**src/rtl/audio_sfx_arbiter_if.sv**
```systemverilog
// Bundles the request inputs and the sample/status outputs of audio_sfx_arbiter.
// The master side belongs to the game logic; the slave side belongs to the arbiter.
interface audio_sfx_arbiter_if #(
  parameter int unsigned NUM_REQ = 4
);
  localparam int unsigned GidW = (NUM_REQ > 1) ? $clog2(NUM_REQ) : 1;

  logic [NUM_REQ-1:0]    req;
  logic [NUM_REQ*16-1:0] half_period;
  logic [NUM_REQ*16-1:0] duration;
  logic                  mute;
  logic                  busy;
  logic [GidW-1:0]       grant_id;
  logic [NUM_REQ-1:0]    done;
  logic signed [15:0]    dacdata_left;
  logic signed [15:0]    dacdata_right;

  modport master (
    output req, half_period, duration, mute,
    input  busy, grant_id, done, dacdata_left, dacdata_right
  );

  modport slave (
    input  req, half_period, duration, mute,
    output busy, grant_id, done, dacdata_left, dacdata_right
  );
endinterface

```
**src/rtl/audio_sfx_arbiter.sv**
```systemverilog
// Fixed-priority square-wave sound-effect scheduler sharing one DAC path.
// Lower requester index wins; samples advance once per synchronized DAC frame.
module audio_sfx_arbiter #(
  parameter int unsigned        NUM_REQ   = 4,
  parameter logic signed [15:0] AMPLITUDE = 16'sh2000
) (
  input  logic                CLOCK31_5,
  input  logic                resetN,
  input  logic                AUD_DACLRCK,
  audio_sfx_arbiter_if.slave  bus
);

  localparam int unsigned GidW = (NUM_REQ > 1) ? $clog2(NUM_REQ) : 1;

  typedef enum logic [0:0] {StIdle, StPlay} state_e;

  state_e             state_q, state_d;
  logic               lrck_meta_q, lrck_sync_q, lrck_prev_q, tick_q;
  logic [NUM_REQ-1:0] pending_q, pending_d;
  logic [15:0]        hp_q [NUM_REQ];
  logic [15:0]        hp_d [NUM_REQ];
  logic [15:0]        dur_q [NUM_REQ];
  logic [15:0]        dur_d [NUM_REQ];
  logic [GidW-1:0]    grant_q, grant_d;
  logic [15:0]        rem_q, rem_d;
  logic [15:0]        phase_q, phase_d;
  logic               pol_q, pol_d;
  logic signed [15:0] sample_q, sample_d;
  logic [NUM_REQ-1:0] done_q, done_d;

  logic [NUM_REQ-1:0] pend_clr;
  logic [NUM_REQ-1:0] preempt_v;
  logic [GidW-1:0]    cur;
  logic [15:0]        cur_rem, cur_phase, cur_hp;
  logic               cur_pol;

  function automatic logic [GidW-1:0] lowest_idx(input logic [NUM_REQ-1:0] v);
    logic [GidW-1:0] idx;
    idx = '0;
    for (int i = NUM_REQ - 1; i >= 0; i--) begin
      if (v[i]) idx = GidW'(i);
    end
    return idx;
  endfunction

  // Frame clock crosses domains: two sync stages, then a registered rising-edge pulse.
  always_ff @(posedge CLOCK31_5 or negedge resetN) begin
    if (!resetN) begin
      lrck_meta_q <= 1'b0;
      lrck_sync_q <= 1'b0;
      lrck_prev_q <= 1'b0;
      tick_q      <= 1'b0;
    end else begin
      lrck_meta_q <= AUD_DACLRCK;
      lrck_sync_q <= lrck_meta_q;
      lrck_prev_q <= lrck_sync_q;
      tick_q      <= lrck_sync_q & ~lrck_prev_q;
    end
  end

  always_comb begin
    for (int i = 0; i < NUM_REQ; i++) begin
      preempt_v[i] = pending_q[i] && (i < int'(grant_q));
    end
  end

  always_comb begin
    state_d   = state_q;
    hp_d      = hp_q;
    dur_d     = dur_q;
    grant_d   = grant_q;
    rem_d     = rem_q;
    phase_d   = phase_q;
    pol_d     = pol_q;
    sample_d  = sample_q;
    done_d    = '0;
    pend_clr  = '0;
    cur       = grant_q;
    cur_rem   = rem_q;
    cur_phase = phase_q;
    cur_pol   = pol_q;
    cur_hp    = '0;

    for (int i = 0; i < NUM_REQ; i++) begin
      if (bus.req[i]) begin
        hp_d[i]  = bus.half_period[16*i +: 16];
        dur_d[i] = bus.duration[16*i +: 16];
      end
    end

    unique case (state_q)
      StIdle: begin
        sample_d = '0;
        if (|pending_q) begin
          cur           = lowest_idx(pending_q);
          grant_d       = cur;
          pend_clr[cur] = 1'b1;
          rem_d         = dur_q[cur];
          phase_d       = '0;
          pol_d         = 1'b1;
          state_d       = StPlay;
        end
      end
      StPlay: begin
        if (tick_q) begin
          // A higher-priority arrival replaces the current tone on this very tick.
          if (|preempt_v) begin
            cur           = lowest_idx(preempt_v);
            cur_rem       = dur_q[cur];
            cur_phase     = '0;
            cur_pol       = 1'b1;
            pend_clr[cur] = 1'b1;
          end
          grant_d = cur;
          cur_hp  = hp_q[cur];
          phase_d = cur_phase;
          pol_d   = cur_pol;
          rem_d   = cur_rem;
          if (cur_rem == 16'd0) begin
            sample_d    = '0;
            done_d[cur] = 1'b1;
            state_d     = StIdle;
          end else begin
            if (cur_hp == 16'd0 || bus.mute) begin
              sample_d = '0;
            end else begin
              sample_d = cur_pol ? AMPLITUDE : -AMPLITUDE;
            end
            rem_d = cur_rem - 16'd1;
            if (cur_hp != 16'd0) begin
              if (cur_phase == cur_hp - 16'd1) begin
                phase_d = '0;
                pol_d   = ~cur_pol;
              end else begin
                phase_d = cur_phase + 16'd1;
              end
            end
          end
        end
      end
      default: state_d = StIdle;
    endcase

    // A request in the same cycle as its grant re-queues the source.
    pending_d = (pending_q & ~pend_clr) | bus.req;
  end

  always_ff @(posedge CLOCK31_5 or negedge resetN) begin
    if (!resetN) begin
      state_q   <= StIdle;
      pending_q <= '0;
      for (int i = 0; i < NUM_REQ; i++) begin
        hp_q[i]  <= '0;
        dur_q[i] <= '0;
      end
      grant_q  <= '0;
      rem_q    <= '0;
      phase_q  <= '0;
      pol_q    <= 1'b1;
      sample_q <= '0;
      done_q   <= '0;
    end else begin
      state_q   <= state_d;
      pending_q <= pending_d;
      hp_q      <= hp_d;
      dur_q     <= dur_d;
      grant_q   <= grant_d;
      rem_q     <= rem_d;
      phase_q   <= phase_d;
      pol_q     <= pol_d;
      sample_q  <= sample_d;
      done_q    <= done_d;
    end
  end

  assign bus.busy          = (state_q == StPlay);
  assign bus.grant_id      = grant_q;
  assign bus.done          = done_q;
  assign bus.dacdata_left  = sample_q;
  assign bus.dacdata_right = sample_q;

endmodule

```
**src/flat_wrapper.sv**
```systemverilog
// flat-port wrapper written by rule: the top's interface ports become plain ports
module audio_sfx_arbiter_flat 
#(
  parameter int unsigned        NUM_REQ   = 4,
  parameter logic signed [15:0] AMPLITUDE = 16'sh2000
)
  (CLOCK31_5, resetN, AUD_DACLRCK, bus_req, bus_half_period, bus_duration, bus_mute, bus_busy, bus_grant_id, bus_done, bus_dacdata_left, bus_dacdata_right);
  audio_sfx_arbiter_if #(.NUM_REQ(NUM_REQ)) bus_i ();
  input  logic CLOCK31_5;
  input  logic resetN;
  input  logic AUD_DACLRCK;
  input wire logic [$bits(bus_i.req)-1:0] bus_req;
  input wire logic [$bits(bus_i.half_period)-1:0] bus_half_period;
  input wire logic [$bits(bus_i.duration)-1:0] bus_duration;
  input wire logic [$bits(bus_i.mute)-1:0] bus_mute;
  output wire logic [$bits(bus_i.busy)-1:0] bus_busy;
  output wire logic [$bits(bus_i.grant_id)-1:0] bus_grant_id;
  output wire logic [$bits(bus_i.done)-1:0] bus_done;
  output wire logic [$bits(bus_i.dacdata_left)-1:0] bus_dacdata_left;
  output wire logic [$bits(bus_i.dacdata_right)-1:0] bus_dacdata_right;
  assign bus_i.req = bus_req;
  assign bus_i.half_period = bus_half_period;
  assign bus_i.duration = bus_duration;
  assign bus_i.mute = bus_mute;
  assign bus_busy = bus_i.busy;
  assign bus_grant_id = bus_i.grant_id;
  assign bus_done = bus_i.done;
  assign bus_dacdata_left = bus_i.dacdata_left;
  assign bus_dacdata_right = bus_i.dacdata_right;
  audio_sfx_arbiter #(.NUM_REQ(NUM_REQ), .AMPLITUDE(AMPLITUDE)) u_core (.CLOCK31_5(CLOCK31_5), .resetN(resetN), .AUD_DACLRCK(AUD_DACLRCK), .bus(bus_i));
endmodule
```
**config.mk**
```make
export PLATFORM = sky130hd
export DESIGN_NAME = audio_sfx_arbiter_flat
export DESIGN_NICKNAME = d
export VERILOG_FILES = /design/src/rtl/audio_sfx_arbiter_if.sv /design/src/rtl/audio_sfx_arbiter.sv /design/src/flat_wrapper.sv
export SDC_FILE = /design/constraint.sdc
export NUM_CORES = 1
export LEC_CHECK = 0
export BUFFER_PORTS_ARGS = -buffer_cell sky130_fd_sc_hd__buf_2
export CAP_MARGIN = 25
export CELL_PAD_IN_SITES_DETAIL_PLACEMENT = 1
export CELL_PAD_IN_SITES_GLOBAL_PLACEMENT = 1
export CORE_MARGIN = 2
export CORE_UTILIZATION = 45
export CTS_CLUSTER_DIAMETER = 30
export DETAILED_ROUTE_END_ITERATION = 8
export PLACE_DENSITY_LB_ADDON = 0.1
export REMOVE_ABC_BUFFERS = 1
export SYNTH_ARGS = -nofsm -noshare
export SYNTH_HDL_FRONTEND = slang
export SYNTH_SLANG_ARGS = --single-unit
export TNS_END_PERCENT = 20
```
**constraint.sdc**
```tcl
create_clock -name CLOCK31_5 -period 5.5 [get_ports CLOCK31_5]
set_clock_uncertainty 0.2 [all_clocks]
set_input_delay 0.825 -clock CLOCK31_5 [delete_from_list [all_inputs] [get_ports CLOCK31_5]]
set_output_delay 0.825 -clock CLOCK31_5 [all_outputs]
set_load 0.1 [all_outputs]
```
### Word-level counts from Yosys, hierarchy flattened

Cells that the tools add are included.

| word-level totals | value |
|---|---|
| register bits after elaboration | 192 |
| input port bits | 136 |
| output and inout bits | 39 |
| word-level logic and storage cells | 135 |

| operators by class | value |
|---|---|
| add/sub/neg operators | 3 |
| $lt $le $gt $ge | 12 |
| eq/ne operators | 3 |
| mux-type cells | 74 |
| bitwise logic cells | 10 |
| reductions and logical operators | 13 |

Operators by type and width:

| kind | count |
|---|---|
| $mux 16 | 24 |
| $bmux 16 s2 | 3 |
| $pmux 16 s2 | 3 |
| $mux 2 | 17 |
| $logic_not 16->1 | 2 |
| $sub 16x1->16 const B | 2 |
| $mux 4 | 6 |
| $add 16x1->16 const B | 1 |
| $eq 16x16->1 | 1 |
| $reduce_bool 16->1 | 1 |
| $mux 1 | 14 |
| $ge 3x3->1 const B | 3 |
| $lt 2x3->1 const B | 3 |
| $not 2->3 | 3 |
| $pmux 4 s2 | 1 |
| $demux 1 s2 | 3 |
| $ge 2x1->1 const B | 3 |
| $logic_and 1x1->1 | 6 |
| $and 4x4->4 | 1 |
| $lt 1x2->1 const A | 2 |
| $not 4->4 | 1 |
| $or 4x4->4 | 1 |
| $pmux 1 s2 | 2 |
| $pmux 2 s2 | 1 |
| other kinds (9) | 11 |

### Longest topological paths before layout

| depth | value |
|---|---|
| word-level depth | 22 |
| depth in mapped cells | 19 |
| gate-level depth less buffers | 14 |

### Worst setup path before layout

Ideal clock, no wire load.

| path | value |
|---|---|
| path type | flip-flop to flip-flop |
| start point | reg u_core.grant_q[0], in the netlist u_core.bus.grant_id[0] |
| end point | reg u_core.phase_q[12] |
| setup time | 0.125 ns |
| arrival | 5.174 ns |
| data required time | 5.175 ns |
| path slack | 0.001 ns |
| cell stages (with the launch flop) | 18 |
| path buffers | 5 |
| cells stage by stage | dfrtp_1 -> buf_2 -> o21a_1 -> a21oi_1 -> buf_2 -> buf_1 -> buf_1 -> a21oi_1 -> ha_1 -> o311ai_0 -> nor2_1 -> and3_1 -> a32oi_1 -> o21ai_0 -> nor4_4 -> buf_4 -> nor4b_1 -> mux2_2 |

| between the ends | value |
|---|---|
| word-level cells in the longest chain between the ends | 22 |
| elaborated cells on any way between the ends | 40 |

RTL lines:

| what | line | RTL |
|---|---|---|
| start: declaration | audio_sfx_arbiter.sv:24 | `logic [GidW-1:0] grant_q, grant_d;` |
| start signal: assignment | audio_sfx_arbiter.sv:167 | `grant_q <= grant_d;` |
| $lt 2x2->1 | audio_sfx_arbiter.sv:63 | `preempt_v[i] = pending_q[i] && (i < int'(grant_q));` |
| $logic_and 1x1->1 | audio_sfx_arbiter.sv:63 |  |
| $mux 2 (3 in series) | audio_sfx_arbiter.sv:41 | `if (v[i]) idx = GidW'(i);` |
| $mux 2 | audio_sfx_arbiter.sv:107 | `if (\|preempt_v) begin` |
| $mux 2 | audio_sfx_arbiter.sv:105 | `if (tick_q) begin` |
| $mux 2 | audio_sfx_arbiter.sv:91 | `unique case (state_q)` |
| $mux 2 | audio_sfx_arbiter.sv:107 |  |
| $mux 2 | audio_sfx_arbiter.sv:105 |  |
| [... 3 more ...] | -- |  |
| $mux 16 (not written as such) (2 in series) | audio_sfx_arbiter.sv:115 | `cur_hp = hp_q[cur];` |
| $sub 16x1->16 | audio_sfx_arbiter.sv:131 | `if (cur_phase == cur_hp - 16'd1) begin` |
| $eq 16x16->1 | audio_sfx_arbiter.sv:131 |  |
| $mux 16 | audio_sfx_arbiter.sv:131 |  |
| $mux 16 | audio_sfx_arbiter.sv:130 | `if (cur_hp != 16'd0) begin` |
| $mux 16 (*) | audio_sfx_arbiter.sv:119 | `if (cur_rem == 16'd0) begin` |
| $mux 16 (*) | audio_sfx_arbiter.sv:105 |  |
| $pmux 16 s2 (*) | audio_sfx_arbiter.sv:91 |  |
| end signal: assignment | audio_sfx_arbiter.sv:169 | `phase_q <= phase_d;` |
| end: declaration | audio_sfx_arbiter.sv:26 | `logic [15:0] phase_q, phase_d;` |

Every way passes the cells marked *; elsewhere a longest branch is shown, timed or not. The select of a mux whose other input is x is not followed.
A chain may end at the register's enable or synchronous reset.

### Final worst setup path

| path | value |
|---|---|
| start point | reg u_core.pending_q[0] |
| end point | reg u_core.phase_q[6] |

| between the ends | value |
|---|---|
| word-level cells in the longest chain between the ends | 19 |
| elaborated cells on any way between the ends | 36 |

RTL lines:

| what | line | RTL |
|---|---|---|
| start: declaration | audio_sfx_arbiter.sv:19 | `logic [NUM_REQ-1:0] pending_q, pending_d;` |
| start signal: assignment | audio_sfx_arbiter.sv:164 | `pending_q <= pending_d;` |
| $logic_and 1x1->1 | audio_sfx_arbiter.sv:63 |  |
| $mux 2 | audio_sfx_arbiter.sv:41 |  |
| $mux 2 | audio_sfx_arbiter.sv:107 |  |
| $mux 2 | audio_sfx_arbiter.sv:105 |  |
| $mux 2 | audio_sfx_arbiter.sv:91 |  |
| $mux 2 | audio_sfx_arbiter.sv:107 |  |
| $mux 2 | audio_sfx_arbiter.sv:105 |  |
| $mux 2 | audio_sfx_arbiter.sv:91 |  |
| [... 2 more ...] | -- |  |
| $mux 16 (not written as such) (2 in series) | audio_sfx_arbiter.sv:115 |  |
| $sub 16x1->16 | audio_sfx_arbiter.sv:131 |  |
| $eq 16x16->1 | audio_sfx_arbiter.sv:131 |  |
| $mux 16 | audio_sfx_arbiter.sv:131 |  |
| $mux 16 | audio_sfx_arbiter.sv:130 |  |
| $mux 16 | audio_sfx_arbiter.sv:119 |  |
| $mux 16 | audio_sfx_arbiter.sv:105 |  |
| $pmux 16 s2 | audio_sfx_arbiter.sv:91 |  |

Several ways; a longest one is shown, not always the timed one. The select of a mux whose other input is x is not followed.

==> impl_results.md <==
* Outcome: completed
* Count of final max-slew check failures at 0
* CTS max path bufs at 2
* Post-synth ARST share at 100%
* Wire length per cell at 22.2 um
* Pint at 2.39 mW
* Worst vdd ir at 0.175 mV
* Largest net degree at the start of global routing at 99
* Row cnt at 54
* Drt via density at 5.95
* Post-Syn Area at 10,000 um2
* All-Layer GR Usage at 25.8%
* Leakage at 4.96 nW
* Die ar. at 23,500 um2
* Maximum fanout along the worst path at 18
* Fin cells at 1,336
* NumNets Final at 1,182
* Final antenna-violating net count at 0
* Filler cell count at 2,394
* Main synth FF type: dfrtp_1
* Max Freq at 200 MHz
* Maxcap violations at 0
* Combinational power share at 20.4%
* CP Launch Type: flop
* # setup viols final at 0
* Residual DRC at 0
* Vias at 7,943
* Area Growth Syn to Fin at 15.3%
* Horiz. Die Dim at 153 um
* TritonCTS clock tree: done
* Clock share of power at 36.4%
* Clk_lat worst skew at 440 ps
* Port bufs at 148
* Initial DRC Count at 415
* P_sw at 1.19 mW
* Setup bufs post-CTS at 0
* Syn Area/Cell at 10.9 um2
* Commonest non-fill, non-tap cell in the layout: dfrtp_1
* Dpl cells at 1,304
* Most frequent cells in the layout: dfrtp_1, buf_2, mux2_2
* IO Count at 175
* Core outline area at 21,800 um2
* Antenna violations before repair at 0
* Chip height at 153 um
* RSZ-0062 raised after global routing: false
* Fin Hold WS at 165 ps
* Clock transition at path regs at 80 ps
* Total grt overflow at 0
* Least-Margin Pin Slew at 984 ps
* Post-CTS Hold Buffers at 0
* Tmin final at 5010 ps
* Netlist cell types at 78
* Proportion of layout cells with a drive suffix above 1 at 35.1%
* Critical Path RT at 5670 ps
* Post-CTS sizing at 0
* Critical Path AT at 5180 ps
* Antenna cells at 0
* Worst min path class: flop to flop
* Fin crit share at 91.0%
* # clock sinks at 178
* Register area share after synthesis at 44.5%
* Pre-antenna DRT Iters at 5
* Switch share at 33.4%
* Hold Fails Final Rpt at 0
* Critical path capture point type: flop
* Vias in the first global route at 8,479
* Starting Density at 45.9%
* Critical path type: flop to flop
* Setup WS post-layout at 494 ps
* Cell area power density at 310 nW/um2
* Slew headroom at 34.0%
* Drt total wl at 29,700 um
* GP Congestion at 0.904
* Number of CTS-inserted buffers at 17
* Part of the power in registers at 43.2%
* FF+latch count, synth at 178
* # H-tree levels at 4
* Synthesis Warnings at 0
* First-pass GRT wire length at 47,700 um
* Root buf cell: clkbuf_16
* Setup TNS at 0 ps
* Worst slack at placement at 589 ps
* Post-synth EDFFs at 0
* Final HPWL DP at 20,800 um
* Mapped Cells at 921
power by group through the flow:
stage / Clock (mW) / Combinational, mW / Sequential [mW]
after global placement: 0 / 0.706 / 1.56
after global routing: 1.38 / 0.799 / 1.56
after detailed placement: 0 / 0.724 / 1.57
after CTS: 1.33 / 0.732 / 1.55
after floorplan: 0 / 0.487 / 1.54
final: 1.30 / 0.731 / 1.55
worst paths after layout:
check	slack (ps)	end	depth (start not counted)	from
worst min register to register	170	u_core.lrck_sync_q	0	u_core.lrck_meta_q
min in group asynchronous	240	u_core.dur_q[53]	1	resetN
worst min-delay path	170	u_core.lrck_sync_q	0	u_core.lrck_meta_q
max in group asynchronous	3610	u_core.pol_q	2	resetN
worst max register to register	490	u_core.phase_q[6]	13	u_core.pending_q[0]
worst max-delay path	490	u_core.phase_q[6]	13	u_core.pending_q[0]
critical path: stages, from the launching register on:
cell	delay, ps
dfrtp_1	720
nor3b_4	230
a32o_1	300
a221oi_1	620
ha_1	330
inv_1	70
or4b_1	670
o311ai_0	340
a21oi_1	120
o2bb2ai_1	250
nor4_4	80
buf_4	220
nor2_2	510
a32o_1	280
cell usage after synthesis, drive strengths merged, types with 15 or more instances:
| cell | count | area share, % |
|---|---|---|
| a21oi | 31 | 1.6 |
| buf | 50 | 3.3 |
| clkbuf | 42 | 1.6 |
| dfrtp | 177 | 44 |
| inv | 20 | 0.75 |
| mux2 | 123 | 14 |
| mux2i | 15 | 1.5 |
| mux4 | 25 | 5.6 |
| nand2 | 74 | 2.8 |
| nand3 | 17 | 0.85 |
| nor2 | 42 | 1.6 |
| nor3 | 22 | 1.1 |
| o21ai | 50 | 2.5 |
| xnor2 | 19 | 1.7 |
through the flow:
stage / cell area [um2] / power [mW] / utilization, %
after floorplan: 9630 / 2.03 / -
after global placement: 10900 / 2.27 / 50.0
after detailed placement: 10900 / 2.29 / 50.0
after CTS: 11600 / 3.60 / 52.9
after global routing: 11600 / 3.74 / 52.9
final: 11600 / 3.58 / 52.9
kinds of logic after synthesis:
logic type | share of synthesized area, %
buf+inv | 5.62
other cells | 0.0374
fa+ha+maj | 0.375
compound gates | 13.2
mux | 20.9
simple gates | 12.6
xor+xnor | 2.71
flops | 44.5
per-layer routing:
layer	part of all wire (%)	vias to the layer above	track usage, %
met2	46	229	40.1
met1	48	4072	38.1
met3	4.7	31	3.83
met4	1.5	0	6.53
li1	-	3611	-
met5	0	-	0
final cells by class:
class | count | area (um2) | area share, %
repair buffers | 170 | 912 | 7.90
multi-input cells | 656 | 5110 | 44.3
clock inverters | 15 | 219 | 1.90
flip-flops and latches | 178 | 4460 | 38.6
clock buffers | 17 | 425 | 3.68
well taps | 280 | 350 | 3.03
inverters | 20 | 75.1 | 0.650
sequential cells by signal, indices dropped and copies added (netlist names), 2 cells and up:
register                 flops
u_core.bus.done              4
u_core.pending_q             4
u_core.bus.dacdata_left      2
u_core.phase_q              16
u_core.dur_q                64
u_core.rem_q                16
u_core.bus.grant_id          2
u_core.hp_q                 64
No activity file was read; power rests on OpenSTA's default activity.
